==> src/rtl/seg_display_scanner_pkg.sv <==
// bd_display_pkg: shared types and constants for the seven-segment scanner.
package bd_display_pkg;
    typedef enum logic {BLANK, SHOW} scan_state_t;
    typedef logic [1:0] digit_idx_t;
    localparam logic [6:0] SEG_OFF = 7'h7F;
    localparam logic [3:0] AN_OFF  = 4'hF;
endpackage

==> src/rtl/seg_display_scanner_if.sv <==
// seg_display_scanner_if: pattern/control inputs and panel outputs of the scanner.
// i_seven_seg1..4 : segment patterns for digits 0..3, active-high, bit 6 = g .. bit 0 = a
// i_load          : capture the four patterns into the pending buffer
// i_drop_activated: enables panel blinking
// o_seg_n         : shared segment bus, active-low
// o_an_n          : digit enables, active-low, one-hot when lit
// o_frame_done    : pulse on the last clock of the digit-3 window
interface seg_display_scanner_if;
    logic [6:0] i_seven_seg1;
    logic [6:0] i_seven_seg2;
    logic [6:0] i_seven_seg3;
    logic [6:0] i_seven_seg4;
    logic       i_load;
    logic       i_drop_activated;
    logic [6:0] o_seg_n;
    logic [3:0] o_an_n;
    logic       o_frame_done;
    modport master (
        output i_seven_seg1, i_seven_seg2, i_seven_seg3, i_seven_seg4, i_load, i_drop_activated,
        input  o_seg_n, o_an_n, o_frame_done
    );
    modport slave (
        input  i_seven_seg1, i_seven_seg2, i_seven_seg3, i_seven_seg4, i_load, i_drop_activated,
        output o_seg_n, o_an_n, o_frame_done
    );
endinterface

==> src/rtl/seg_display_scanner_digit_timer.sv <==
// display_digit_timer: window counter and digit index for the scanner.
// clk, rst_n         : clock, asynchronous active-low reset
// o_state_nxt        : BLANK/SHOW for the coming cycle
// o_dig_nxt          : digit index for the coming cycle
// o_frame_end        : current cycle is the last of the digit-3 window
// o_frame_end_nxt    : coming cycle is the last of the digit-3 window
// The "_nxt" outputs let the parent register its outputs so they line up
// with the counter value of the same cycle.
module display_digit_timer
    import bd_display_pkg::*;
#(
    parameter int DIGIT_CYCLES = 1000,
    parameter int BLANK_CYCLES = 16
) (
    input  logic        clk,
    input  logic        rst_n,
    output scan_state_t o_state_nxt,
    output digit_idx_t  o_dig_nxt,
    output logic        o_frame_end,
    output logic        o_frame_end_nxt
);
    localparam int CW = $clog2(DIGIT_CYCLES);
    localparam logic [CW-1:0] LAST      = CW'(DIGIT_CYCLES - 1);
    localparam logic [CW-1:0] BLANK_END = CW'(BLANK_CYCLES);

    logic [CW-1:0] r_cnt;
    logic [CW-1:0] w_cnt_nxt;
    digit_idx_t    r_dig;
    logic          w_last_in_window;

    assign w_last_in_window = r_cnt == LAST;
    assign o_frame_end      = w_last_in_window && r_dig == 2'd3;
    assign w_cnt_nxt        = w_last_in_window ? '0 : r_cnt + 1'b1;
    assign o_dig_nxt        = w_last_in_window ? r_dig + 1'b1 : r_dig;
    assign o_state_nxt      = w_cnt_nxt < BLANK_END ? BLANK : SHOW;
    assign o_frame_end_nxt  = w_cnt_nxt == LAST && o_dig_nxt == 2'd3;

    always_ff @(posedge clk or negedge rst_n) begin
        if (!rst_n) begin
            r_cnt <= '0;
            r_dig <= '0;
        end else begin
            r_cnt <= w_cnt_nxt;
            r_dig <= o_dig_nxt;
        end
    end
endmodule

==> src/rtl/seg_display_scanner.sv <==
// seg_display_scanner: double-buffered, blanked, blinking 4-digit seven-segment scanner.
// clk, rst_n : clock, asynchronous active-low reset
// bus        : slave side of seg_display_scanner_if (patterns, load, blink enable in;
//              seg_n, an_n, frame_done out)
module seg_display_scanner
    import bd_display_pkg::*;
#(
    parameter int DIGIT_CYCLES = 1000,
    parameter int BLANK_CYCLES = 16,
    parameter int BLINK_FRAMES = 250
) (
    input  logic                 clk,
    input  logic                 rst_n,
    seg_display_scanner_if.slave bus
);
    localparam int FW = BLINK_FRAMES > 1 ? $clog2(BLINK_FRAMES) : 1;

    logic [3:0][6:0] w_in;
    logic [3:0][6:0] r_pending;
    logic [3:0][6:0] r_active;
    logic [3:0][6:0] w_active_nxt;
    logic            r_pend_valid;
    logic            r_blink_dark;
    logic            w_dark_nxt;
    logic [FW-1:0]   r_fcnt;
    logic [FW-1:0]   w_fcnt_nxt;
    logic            w_wrap;
    logic            w_lit;
    scan_state_t     w_state_nxt;
    digit_idx_t      w_dig_nxt;
    logic            w_frame_end;
    logic            w_frame_end_nxt;

    display_digit_timer #(
        .DIGIT_CYCLES(DIGIT_CYCLES),
        .BLANK_CYCLES(BLANK_CYCLES)
    ) u_timer (
        .clk            (clk),
        .rst_n          (rst_n),
        .o_state_nxt    (w_state_nxt),
        .o_dig_nxt      (w_dig_nxt),
        .o_frame_end    (w_frame_end),
        .o_frame_end_nxt(w_frame_end_nxt)
    );

    assign w_in = {bus.i_seven_seg4, bus.i_seven_seg3, bus.i_seven_seg2, bus.i_seven_seg1};

    // A load coinciding with the frame boundary bypasses pending so the new
    // patterns still land on the very next frame.
    always_comb begin
        w_active_nxt = !w_frame_end ? r_active : bus.i_load ? w_in : r_pend_valid ? r_pending : r_active;
        w_wrap       = r_fcnt == FW'(BLINK_FRAMES - 1);
        w_fcnt_nxt   = !bus.i_drop_activated ? '0 : !w_frame_end ? r_fcnt : w_wrap ? '0 : r_fcnt + 1'b1;
        w_dark_nxt   = bus.i_drop_activated && (r_blink_dark ^ (w_frame_end && w_wrap));
        w_lit        = w_state_nxt == SHOW && !w_dark_nxt;
    end

    always_ff @(posedge clk or negedge rst_n) begin
        if (!rst_n) begin
            r_pending        <= '0;
            r_active         <= '0;
            r_pend_valid     <= 1'b0;
            r_fcnt           <= '0;
            r_blink_dark     <= 1'b0;
            bus.o_an_n       <= AN_OFF;
            bus.o_seg_n      <= SEG_OFF;
            bus.o_frame_done <= 1'b0;
        end else begin
            if (bus.i_load)
                r_pending <= w_in;
            r_pend_valid     <= bus.i_load ? !w_frame_end : r_pend_valid && !w_frame_end;
            r_active         <= w_active_nxt;
            r_fcnt           <= w_fcnt_nxt;
            r_blink_dark     <= w_dark_nxt;
            bus.o_an_n       <= w_lit ? ~(4'b0001 << w_dig_nxt) : AN_OFF;
            bus.o_seg_n      <= w_lit ? ~w_active_nxt[w_dig_nxt] : SEG_OFF;
            bus.o_frame_done <= w_frame_end_nxt;
        end
    end
endmodule

==> src/flat_wrapper.sv <==
// flat-port wrapper written by rule: the top's interface ports become plain ports
module seg_display_scanner_flat import bd_display_pkg::*;
#(
    parameter int DIGIT_CYCLES = 1000,
    parameter int BLANK_CYCLES = 16,
    parameter int BLINK_FRAMES = 250
)
  (clk, rst_n, bus_i_seven_seg1, bus_i_seven_seg2, bus_i_seven_seg3, bus_i_seven_seg4, bus_i_load, bus_i_drop_activated, bus_o_seg_n, bus_o_an_n, bus_o_frame_done);
  seg_display_scanner_if bus_i ();
  input  logic clk;
  input  logic rst_n;
  input wire logic [$bits(bus_i.i_seven_seg1)-1:0] bus_i_seven_seg1;
  input wire logic [$bits(bus_i.i_seven_seg2)-1:0] bus_i_seven_seg2;
  input wire logic [$bits(bus_i.i_seven_seg3)-1:0] bus_i_seven_seg3;
  input wire logic [$bits(bus_i.i_seven_seg4)-1:0] bus_i_seven_seg4;
  input wire logic [$bits(bus_i.i_load)-1:0] bus_i_load;
  input wire logic [$bits(bus_i.i_drop_activated)-1:0] bus_i_drop_activated;
  output wire logic [$bits(bus_i.o_seg_n)-1:0] bus_o_seg_n;
  output wire logic [$bits(bus_i.o_an_n)-1:0] bus_o_an_n;
  output wire logic [$bits(bus_i.o_frame_done)-1:0] bus_o_frame_done;
  assign bus_i.i_seven_seg1 = bus_i_seven_seg1;
  assign bus_i.i_seven_seg2 = bus_i_seven_seg2;
  assign bus_i.i_seven_seg3 = bus_i_seven_seg3;
  assign bus_i.i_seven_seg4 = bus_i_seven_seg4;
  assign bus_i.i_load = bus_i_load;
  assign bus_i.i_drop_activated = bus_i_drop_activated;
  assign bus_o_seg_n = bus_i.o_seg_n;
  assign bus_o_an_n = bus_i.o_an_n;
  assign bus_o_frame_done = bus_i.o_frame_done;
  seg_display_scanner #(.DIGIT_CYCLES(DIGIT_CYCLES), .BLANK_CYCLES(BLANK_CYCLES), .BLINK_FRAMES(BLINK_FRAMES)) u_core (.clk(clk), .rst_n(rst_n), .bus(bus_i));
endmodule
==> config.mk <==
export PLATFORM = sky130hd
export DESIGN_NAME = seg_display_scanner_flat
export DESIGN_NICKNAME = d
export VERILOG_FILES = /design/src/rtl/seg_display_scanner_pkg.sv /design/src/rtl/seg_display_scanner_if.sv /design/src/rtl/seg_display_scanner_digit_timer.sv /design/src/rtl/seg_display_scanner.sv /design/src/flat_wrapper.sv
export SDC_FILE = /design/constraint.sdc
export NUM_CORES = 1
export LEC_CHECK = 0
export BUFFER_PORTS_ARGS = -buffer_cell sky130_fd_sc_hd__buf_2
export CAP_MARGIN = 20
export CORE_AREA = 3 3 102 153
export CTS_BUF_LIST = sky130_fd_sc_hd__clkbuf_16
export CTS_CLUSTER_SIZE = 30
export DETAILED_ROUTE_END_ITERATION = 6
export DIE_AREA = 0 0 105 156
export GPL_TIMING_DRIVEN = 0
export SETUP_SLACK_MARGIN = 0.3
export SYNTH_ARGS = -nofsm -noshare
export SYNTH_HDL_FRONTEND = slang
export SYNTH_HIERARCHICAL = 1
export SYNTH_SLANG_ARGS = --single-unit
export TNS_END_PERCENT = 5
==> constraint.sdc <==
create_clock -name clk -period 2.97 [get_ports clk]
set_clock_uncertainty 0.1 [all_clocks]
set_input_delay 0.297 -clock clk [delete_from_list [all_inputs] [get_ports clk]]
set_output_delay 0.297 -clock clk [all_outputs]
set_load 0.01 [all_outputs]
After elaboration in Yosys (flattened, before gate mapping)
Index checks and enable logic that the tools add are counted.

Memory bits (read-only): 0. Output and inout bits: 12. Bits in latches: 0. Flip-flop bits (word level): 90. Memories kept: 0. Bits in writable memories: 0.

Reductions and logical operators: 8. Muxes and demuxes: 14. Bitwise operators: 3. $add $sub $neg: 3. Multiply operators: 0. Shifts and indexed selects: 1. Equality and inequality tests: 6. Divide/modulo/power cells: 0. Magnitude comparators: 2.

Operators by type and width (count): $mux 28 (3); $mux 8 (3); $eq 10x10->1 const B (2); $bmux 7 s2 (1); $mux 7 (2); $add 10x1->10 const B (1); $lt 10x5->1 const B (1); $mux 10 (1); $add 8x1->8 const B (1); $eq 8x8->1 const B (1); $not 7->7 (1); $logic_and 1x1->1 (6); $eq 2x2->1 const B (2); $mux 4 (1); $not 4->4 (1); $shl 1x2->4 const A (1); $lt 2x3->1 const B (1); $add 2x1->2 const B (1); $logic_not 1->1 (2); $mux 1 (2); $mux 2 (1); $ne 2x1->1 const B (1); $xor 1x1->1 (1).

Longest topological paths before layout
Gate-level depths: netlist of the first run.

Depth after elaboration: 8. Mapped depth: 11. Gate-level depth less buffers: 9.

Hierarchy
Netlist of the first run, hierarchy kept.

By module, submodules not included: seg_display_scanner (area each 3638.5 sq um, cells an instance 262, times used 1); display_digit_timer (area each 666.9 sq um, cells an instance 64, times used 1).

Least setup slack after synthesis of the first run
Ideal clock, no wire load.

Path kind: register -> register. Start: register u_core.u_timer.r_cnt[0]. End: register u_core.bus.o_seg_n[3]. Cell stages (with the launch flop): 12. Path slack: 0.407 ns. Arrival time: 2.381 ns. Library setup time: 0.082 ns. Buffers on the path: 3. Clock period less this slack: 2.563 ns. Path through: dfrtp_1 -> ha_1 -> nand3b_1 -> nor3_2 -> and2_1 -> buf_6 -> o21a_4 -> buf_6 -> buf_6 -> o221a_2 -> a22oi_1 -> a211o_1.

RTL lines: start, declared (line seg_display_scanner_digit_timer.sv:26) `logic [CW-1:0] r_cnt;`; start signal, assigned (line seg_display_scanner_digit_timer.sv:43) `r_cnt <= w_cnt_nxt;`; end signal, assigned (line seg_display_scanner.sv:76) `bus.o_seg_n <= w_lit ? ~w_active_nxt[w_dig_nxt] : SEG_OFF;`; end, declared (line seg_display_scanner_if.sv:24) `output o_seg_n, o_an_n, o_frame_done`.

==> results.toml, run 1 <==
[power_and_ir_drop]
power_density_nw_per_um2 = 472
p_switching_uw = 545
ir_drop_mv = 0.299
switching_share_pct = 21.6
p_comb_share_pct = 5.5
internal_power_mw = 1.97
leakagePower_nw = 2.30
p_seq_share_pct = 50.8
p_clk_share_pct = 43.7

[clock_network]
htree_num_levels = 3
clock-sinks = 90
tritoncts = "built"
cts-root-buf = "clkbuf_16"
clk_pin_slew_ps = 60
clk_latency_ps = 340
clockBufferDepth = 2
numCtsBuffers = 9

[placed_design]
dp_hpwl_mm = 7.24
place_inst = 566
io_buffers = 43
place_ws_ps = -165
gp_congestion = 0.829
dpl_cell_area_um2 = 4800

[logic_synthesis]
synth_nets = 363
ys_ff_latch = 90
yosys_warnings = 6
synth_area_um2 = 4310
async_flop_share_pct = 100
ys_seq_area_share_pct = 52.6
netlist_instances = 326
yosysUniqueCellTypes = 53
avgSynthCellArea_um2 = 13.2
synth-edff-count = 0
synth-main-ff-cell = "dfrtp_1"

[setup_path]
r2r-start = "u_core/u_timer/r_cnt[1]"
r2r_end = "u_core/bus.o_seg_n[6]"
cp-start-kind = "register"
worstPathRequired_ps = 3140
rr_worst_depth = 11
worst-path-max-fanout = 10
worstPathArrival_ps = 2750
cp-end-kind = "register"
crit_type = "register to register"
reg2reg_slack_ps = 390

[sta]
finalCritPeriodShare_pct = 86.9
finalHoldViolations = 0
period_minus_slack_ps = 2580
maxSlewViolCount = 0
worst_slew_pin_slew_ps = 470
setup_viol_count_final = 0
whs_ps = 103
max_freq_mhz = 388
rsz0062_at_grt = "yes"
slew_headroom_pct = 68.6
fin_ws_ps = 390
setup_tns_ps = 0

[global_routing]
grt_max_degree = 70
grt_overflow = 0
grt_pass1_wl_mm = 17.1
grt_pass1_vias = 3205
grt.total_usage_pct = 13.2
grt_antenna_before_repair = 0

[routing]
wl_mm = 10.5
vias_per_cell = 5.02
drcViolationCount = 0
routed-via-count = 2996
firstDrtPassIters = 4
postRouteAntennaNets = 0
routedWlPerCell_um = 17.6
drt_iter0_markers = 192

[floorplan]
die_area_um2 = 16400
std_cell_rows = 54
die_x_um = 105
initial_core_util_pct = 29.8
die_h_um = 156
io_pins = 44
core_area_um2 = 14500

[finish]
finalInstanceArea_um2 = 5340
fin_cells = 597
nNetsFinal = 433
syn_to_final_growth_pct = 24.0
diodes = 0
drive_gt1_share_pct = 39.4

[flow_run]
maxCapViolations = 0

[worst_hold_path]
hp-class = "input pin to register"
hold_end = "u_core/r_pending[5]"
whs_path_depth = 2
min_from = "bus_i_seven_seg1[5]"

[status]
status = "complete, no violations"
synth_stat cells (all sizes together), types with 2 or more instances:
library cell / number / area, um2
nand2: 14 / 60.1
and3: 2 / 12.5
nor3: 3 / 20.0
xor2: 7 / 61.3
o211a: 3 / 30.0
nor2b: 4 / 25.0
nand4bb: 28 / 315
dfrtp: 79 / 1980
and2: 3 / 18.8
inv: 9 / 33.8
buf: 16 / 135
mux2: 29 / 327
o21ai: 5 / 25.0
dfstp: 11 / 289
a22oi: 14 / 105
nand3b: 2 / 15.0
o211ai: 2 / 15.0
nand4: 6 / 43.8
o221a: 27 / 357
a21o: 4 / 30.0
xnor2: 2 / 17.5
nand2b: 3 / 18.8
nand3: 7 / 50.1
clkbuf: 6 / 23.8
or3: 3 / 20.0
nor4: 3 / 25.0
o21a: 2 / 22.5
and4b: 2 / 20.0
ha: 5 / 62.6
a211o: 7 / 61.3
nor2: 12 / 45.0
worst max-delay path: stages (launching register included):
cell	delay [ps]
dfrtp_1	390
ha_4	170
nand3b_1	160
nor3_4	300
and2_4	200
buf_8	130
buf_8	150
nand2_8	80
buf_8	150
o221a_4	270
a22oi_1	210
a211o_1	180
worst max-delay path by stage:
stage	cells past startpoint	endpoint	startpoint	slack, ps
2_1_floorplan	11	u_core/bus.o_seg_n[3]	u_core/u_timer/r_cnt[0]	410
3_3_place_gp	10	u_core/bus.o_seg_n[5]	u_core/u_timer/r_cnt[0]	-140
3_5_place_dp	10	u_core/bus.o_seg_n[5]	u_core/u_timer/r_cnt[0]	-160
4_1_cts	11	u_core/bus.o_seg_n[1]	u_core/u_timer/r_cnt[0]	270
5_1_grt	11	u_core/bus.o_seg_n[6]	u_core/u_timer/r_cnt[1]	260
6_report	11	u_core/bus.o_seg_n[6]	u_core/u_timer/r_cnt[1]	390
layout by cell type (no fill, tap or decap), types with 4 or more instances in the layout:
master     Yosys  layout
a211o_1        7       7
a21o_1         4       4
a22oi_1       14       9
a22oi_2        0       5
buf_2          5      47
buf_4          2      16
buf_8          0       4
clkbuf_16      0      10
clkbuf_2       1       6
dfrtp_1       79      78
dfstp_2       11      11
ha_1           5       4
inv_1          9      10
mux2_1        19      19
mux2_2        10      10
nand2_1       13      13
nand3_1        4       4
nand4_1        5       5
nand4bb_1     28      28
nor2_1        12      11
nor2b_1        4       4
o21ai_0        4       4
o221a_2       20      17
o221a_4        6       9
xor2_1         7       6
layer usage:
metal	GRT usage, %	vias up	part of all wire [%]
met5	0	-	0
met4	4.94	0	1.9
met3	2.57	11	3.3
met2	22.7	58	51
met1	16.4	1536	43
li1	-	1391	-
logic make-up (layout without fill, tap and decap cells):
| group | Yosys count | after routing | share of synthesized area, % |
|---|---|---|---|
| AOI/OAI and AO/OA | 68 | 68 | 15.7 |
| buffers and inverters | 31 | 106 | 4.48 |
| muxes | 29 | 29 | 7.59 |
| and+or+nand+nor | 94 | 94 | 16.4 |
| DFF | 90 | 90 | 52.6 |
| xor gates and xnor gates | 9 | 9 | 1.83 |
| adders and majority gates | 5 | 5 | 1.45 |
state kept, by name, summed over array words and instances, names as in the netlist:
signal	count
u_core/u_timer/r_dig	2
u_core/r_active	28
u_core/bus.o_seg_n	7
u_core/r_pend_valid	1
u_core/r_blink_dark	1
u_core/r_pending	28
u_core/bus.o_an_n	4
u_core/r_fcnt	8
u_core/bus.o_frame_done	1
u_core/u_timer/r_cnt	10
stage by stage:
stage	utilization [%]	total power, mW
after CTS	35.5	2.56
after detailed placement	33.2	1.44
final	36.9	2.52
after floorplan	-	1.36
after global placement	33.0	1.43
after global routing	36.9	2.63
power groups by stage:
stage               logic [mW]  clock network [mW]  registers (mW)
floorplan               0.0652                   0            1.30
detailed placement       0.139                   0            1.30
CTS                      0.140                1.14            1.28
finish                   0.137                1.10            1.28
global route             0.152                1.19            1.28
global placement         0.132                   0            1.30
cell type report:
type                    instances  area, um2
clock buffers                   9        225
fillers                      1444       9120
multi-input cells             205       1940
repair buffers                 59        378
clock inverters                 7       61.3
well taps                     196        245
inverters                       9       33.8
flip-flops and latches         90       2270
plain buffers                  22        189
repair_timing:
action                                 in CTS  in global routing
hold buffers                                1                  0
buffers inserted                            2                 11
pin swaps                                   1                  7
endpoints found under the hold margin      18                  0
setup endpoints to repair                  39                 11
cloned                                      0                  1
resized for setup                           6                 22
(Power assumes the default switching activity.)
==> run 2: changes to the inputs <==
--- a/config.mk
+++ b/config.mk
@@ -8,7 +8,6 @@
 export BUFFER_PORTS_ARGS = -buffer_cell sky130_fd_sc_hd__buf_2
 export CAP_MARGIN = 20
 export CORE_AREA = 3 3 102 153
-export CTS_BUF_LIST = sky130_fd_sc_hd__clkbuf_16
 export CTS_CLUSTER_SIZE = 30
 export DETAILED_ROUTE_END_ITERATION = 6
 export DIE_AREA = 0 0 105 156
==> constraint.sdc (replaced) <==
create_clock -name clk -period 2.1 [get_ports clk]
set_clock_uncertainty 0.1 [all_clocks]
set_input_delay 0.21 -clock clk [delete_from_list [all_inputs] [get_ports clk]]
set_output_delay 0.21 -clock clk [all_outputs]
set_load 0.01 [all_outputs]
==> run 2 against run 1 <==
- the run now ends with setup timing left
- via count grew 2.1%
- count of clock-buffer cells in the layout grew 3
- maximum frequency rose by 8.1%
- wire length grew 5.9%
- die area is the same
- worst setup slack lost 680 ps
- clock power grew 35%
- final area increased by 6.1%
==> results.toml, run 2 (synthesis gave the netlist of run 1 again) <==
[status]
status = "finished, violations left"
violations = "setup timing"

[finish]
syn_to_final_growth_pct = 31.5
final_cell_mix = "dfrtp_1 (74), buf_2 (48), nand4bb_1 (28)"
diodes = 0
mostFrequentLayoutCell = "dfrtp_1"
nNetsFinal = 447
multiInputGateArea_um2 = 2090
seqCellArea_um2 = 2270
largest_registers = "u_core/r_active: 28 flops, u_core/r_pending: 28 flops, u_core/u_timer/r_cnt: 10 flops"
finalInstanceArea_um2 = 5660
fillers = 1393
drive_gt1_share_pct = 43.9

[setup_path]
crit_chain = "or2b_1 -> nor3_4 -> and2_4 -> buf_8 -> o21a_4 -> buf_12 -> buf_12 -> o221a_4 -> a22oi_1 -> a211o_1"
cpLargestDelayFamily = "compound AO/OA/AOI/OAI gates"
cp_slowest_cell = "dfrtp_2"
crit_end = "u_core/bus.o_seg_n[1]"
reg2reg_slack_ps = -290
critical_path_cell_count = 10
cpPeakStageDelay_ps = 440
crit_type = "register to register"
r2r_end = "u_core/bus.o_seg_n[1]"
crit_top_cell = "buf_12"
rr_worst_depth = 10
path_buf_inv = 3
worstPathArrival_ps = 2550
cp-end-kind = "register"
r2r-start = "u_core/u_timer/r_cnt[3]"
critPathLaunch = "u_core/u_timer/r_cnt[3]"
worst-path-max-fanout = 10
worstPathRequired_ps = 2260
cp-start-kind = "register"

[sta]
period_minus_slack_ps = 2390
max_freq_mhz = 419
setup_viol_count_final = 19
worst_slew_pin_slew_ps = 508
fin_ws_ps = -286
rsz0062_at_grt = "yes"
whs_ps = 14.1
maxSlewViolCount = 0
finalCritPeriodShare_pct = 114
setup_tns_ps = -2760
slew_headroom_pct = 66.1
finalHoldViolations = 0

[placed_design]
io_buffers = 43
gp_congestion = 0.809
dpl_cell_area_um2 = 4860
dp_hpwl_mm = 7.47
place_ws_ps = -781

[floorplan]
core_area_um2 = 14500
io_pins = 44
initial_core_util_pct = 29.8
die_x_um = 105
die_h_um = 156
die_area_um2 = 16400
std_cell_rows = 54

[clock_network]
numCtsBuffers = 9
htree_num_levels = 3
clk_pin_slew_ps = 60
tritoncts = "built"
cts-root-buf = "clkbuf_16"
clockBufferDepth = 2
clk_latency_ps = 340
clock-sinks = 90

[global_routing]
grt_max_degree = 66
grt_pass1_vias = 3337
grt_pass1_wl_mm = 18.0
grt_overflow = 0
grt_antenna_before_repair = 0
grt.total_usage_pct = 14.1

[routing]
routed-via-count = 3058
vias_per_cell = 5.00
drcViolationCount = 0
drt_iter0_markers = 122
firstDrtPassIters = 4
wl_mm = 11.2
postRouteAntennaNets = 0
routedWlPerCell_um = 18.3

[worst_hold_path]
hp-class = "input pin to register"

[power_and_ir_drop]
leakagePower_nw = 2.41
ir_drop_mv = 0.352
power_mw = 3.51
power_density_nw_per_um2 = 619

[flow_run]
maxCapViolations = 0
[run 2: cell types whose count changed in the layout (fill, tap and decap cells not counted), moves of 4 or more]
cell      previous run  this run
o221a_2             17         6
o221a_4              9        20
buf_4               16        26
clkbuf_2             6         1
dfrtp_1             78        74
dfrtp_2              1         5
[run 2: area by class of cell]
class                   instances  share of cell area [%]
clock inverters                 4                   0.486
flip-flops and latches         90                    40.1
clock buffers                  12                    4.35
plain buffers                  22                    3.87
well taps                     196                    4.33
inverters                       9                   0.597
multi-input cells             205                    37.0
repair buffers                 73                    9.24
[run 2: worst min path at each step]
stage | start | end | cells past startpoint
finish | bus_i_seven_seg4[4] | u_core/r_pending[25] | 2
global route | bus_i_seven_seg4[5] | u_core/r_pending[26] | 2
CTS | bus_i_seven_seg4[4] | u_core/r_pending[25] | 2
detailed placement | rst_n | u_core/u_timer/r_cnt[3] | 1
global placement | bus_i_seven_seg1[5] | u_core/r_pending[5] | 2
floorplan | rst_n | u_core/bus.o_frame_done | 0
[run 2: metal layers]
layer | vias to the layer above | part of all wire, % | global-route usage, %
li1 | 1415 | - | -
met1 | 1559 | 41 | 16.8
met2 | 67 | 53 | 24.8
met3 | 17 | 3.9 | 2.48
met4 | 0 | 2.3 | 6.07
met5 | - | 0 | 0
[run 2: report_power, final]
group	switching [mW]	internal, mW	leakage, nW	total [mW]
combinational	0.104	0.0997	1.15	0.204
clock	0.657	0.833	0.125	1.49
sequential	0.0228	1.79	1.13	1.81
total	0.784	2.72	2.41	3.51
[run 2: stage by stage]
stage,utilization (%),instances
6_report,39.2,611
5_1_grt,39.2,611
4_1_cts,37.8,603
3_5_place_dp,33.6,566
3_3_place_gp,33.4,565
2_1_floorplan,-,326
[run 2: what timing repair did]
| item | in CTS | in global routing |
|---|---|---|
| pin swaps | 16 | 15 |
| endpoints found under the setup margin | 51 | 50 |
| resized for setup | 40 | 22 |
| buffers inserted | 17 | 7 |
| hold buffers | 3 | 0 |
| cloned | 1 | 1 |
| hold endpoints to repair | 27 | 0 |
==> run 3: changes to the inputs <==
--- a/config.mk
+++ b/config.mk
@@ -7,11 +7,12 @@
 export LEC_CHECK = 0
 export BUFFER_PORTS_ARGS = -buffer_cell sky130_fd_sc_hd__buf_2
 export CAP_MARGIN = 20
-export CORE_AREA = 3 3 102 153
+export CORE_AREA = 3 3 78 117
 export CTS_CLUSTER_SIZE = 30
 export DETAILED_ROUTE_END_ITERATION = 6
-export DIE_AREA = 0 0 105 156
+export DIE_AREA = 0 0 81 120
 export GPL_TIMING_DRIVEN = 0
+export PLACE_DENSITY = 0.74
 export SETUP_SLACK_MARGIN = 0.3
 export SYNTH_ARGS = -nofsm -noshare
 export SYNTH_HDL_FRONTEND = slang
==> run 3 against run 2 <==
- the flow still finishes with violations (setup timing)
- sequential power about the same
- register-to-register slack worse by 80 ps
- first-iteration DRC count up 16%
- clock power about the same
- flip-flop and latch count unchanged
- hold slack worse by 7.2 ps
- global-route usage up 8.9 points
- die area down 41%
- worst setup slack worse by 78 ps
- final area down 2.3%
- utilization up 27 points
- wire length down 7.3%
- largest power group unchanged
==> results.toml, run 3 (synthesis gave the netlist of run 1 again) <==
[clock_network]
clock-sinks = 90
htree_num_levels = 3
clk_latency_ps = 340
clk_pin_slew_ps = 60
clockBufferDepth = 2
cts-root-buf = "clkbuf_16"
tritoncts = "built"
numCtsBuffers = 9

[floorplan]
core_area_um2 = 8310
std_cell_rows = 41
die_x_um = 81
initial_core_util_pct = 51.8
die_h_um = 120
die_area_um2 = 9720
io_pins = 44

[sta]
worst_slew_pin_slew_ps = 488
finalHoldViolations = 0
maxSlewViolCount = 0
rsz0062_at_grt = "yes"
slew_headroom_pct = 67.5
setup_viol_count_final = 36
fin_ws_ps = -364
period_minus_slack_ps = 2460
finalCritPeriodShare_pct = 117
whs_ps = 6.83
max_freq_mhz = 406

[power_and_ir_drop]
power_density_nw_per_um2 = 629
ir_drop_mv = 0.500
leakagePower_nw = 2.38
power_mw = 3.48

[global_routing]
grt_max_degree = 60
grt_overflow = 0
grt.total_usage_pct = 22.9
grt_antenna_before_repair = 0
grt_pass1_wl_mm = 16.6
grt_pass1_vias = 3234

[finish]
fillers = 601
final_cell_mix = "dfrtp_1 (74), buf_2 (47), nand4bb_1 (28)"
diodes = 0
syn_to_final_growth_pct = 28.5
largest_registers = "u_core/r_active: 28 flops, u_core/r_pending: 28 flops, u_core/u_timer/r_cnt: 10 flops"
nNetsFinal = 442
fin_cells = 517
mostFrequentLayoutCell = "dfrtp_1"
drive_gt1_share_pct = 44.6

[setup_path]
crit_type = "register to register"
cp-end-kind = "register"
worstPathRequired_ps = 2260
worstPathArrival_ps = 2630
r2r_end = "u_core/bus.o_seg_n[4]"
critPathLaunch = "u_core/u_timer/r_cnt[3]"
reg2reg_slack_ps = -360
cp-start-kind = "register"
rr_worst_depth = 11
worst-path-max-fanout = 6
r2r-start = "u_core/u_timer/r_cnt[3]"

[worst_hold_path]
min_from = "bus_i_seven_seg1[5]"
hp-class = "input pin to register"
whs_path_depth = 2
hold_end = "u_core/r_pending[5]"

[status]
status = "finished, violations left"
violations = "setup timing"

[routing]
drt_iter0_markers = 141
vias_per_cell = 6.03
routedWlPerCell_um = 20.0
postRouteAntennaNets = 0
wl_mm = 10.3
drcViolationCount = 0
routed-via-count = 3119
firstDrtPassIters = 4

[placed_design]
place_inst = 477
gp_congestion = 0.876
dp_hpwl_mm = 6.82
io_buffers = 43

[flow_run]
maxCapViolations = 0
==> run 3: changes by cell type in the layout (fill, tap and decap cells not counted), moves of 2 or more <==
cell / delta
clkinv_2: +2
buf_4: -4
o221a_4: +2
a22oi_2: +3
a22oi_1: -3
==> run 3: final cells by class <==
| class | instances | area (um2) | share of cell area, % |
|---|---|---|---|
| buffer | 22 | 218 | 3.93 |
| timing repair buffer | 68 | 485 | 8.77 |
| multi-input combinational | 205 | 2120 | 38.3 |
| inverter | 9 | 33.8 | 0.611 |
| tap | 107 | 134 | 2.42 |
| clock inverter | 5 | 30.0 | 0.543 |
| clock buffer | 11 | 243 | 4.39 |
| sequential | 90 | 2270 | 41.1 |
==> run 3: through the flow <==
stage | setup slack [ps] | setup TNS [ps] | instance area (um2) | util [%]
after floorplan | -284 | -3140 | 4370 | -
after CTS | -291 | -2570 | 5440 | 65.5
after global routing | -427 | -6580 | 5530 | 66.6
final | -364 | -4450 | 5530 | 66.6
after detailed placement | -767 | -20230 | 4750 | 57.1
after global placement | -687 | -24590 | 4720 | 56.8
==> run 3: where the power goes <==
| group | switching, mW | internal, mW |
|---|---|---|
| clock | 0.638 | 0.827 |
| sequential | 0.0231 | 1.79 |
| combinational | 0.102 | 0.0988 |
| total | 0.763 | 2.71 |
==> run 3: worst max path at each step <==
stage                       endpoint  depth (start not counted)
6_report       u_core/bus.o_seg_n[4]                         11
5_1_grt        u_core/bus.o_seg_n[4]                         11
3_5_place_dp   u_core/bus.o_seg_n[2]                         10
2_1_floorplan  u_core/bus.o_seg_n[6]                         11
4_1_cts        u_core/bus.o_seg_n[3]                         12
3_3_place_gp   u_core/bus.o_seg_n[2]                         11
==> run 3: what timing repair did <==
action | CTS | global route
cloned | 2 | 0
buffers inserted | 16 | 4
hold buffers | 2 | 0
hold endpoints to repair | 30 | 0
endpoints found under the setup margin | 51 | 49
resized for setup | 51 | 15
pin swaps | 24 | 9
==> run 3: critical path, cell delays in order (launching register included) <==
cell and delay, ps:
dfrtp_2 420, or2b_1 270, nor3_4 260, and2_4 190, buf_8 110, o21a_4 130, buf_12 130, buf_8 110
buf_16 110, o221a_4 190, a22oi_2 50, a211o_1 310
==> run 3: metal layers <==
metal	up-vias	GRT usage, %	part of all wire, %
li1	1415	-	-
met4	0	13.4	5.1
met1	1579	27.0	39
met3	37	4.88	3.5
met2	88	37.8	52
met5	-	0	0
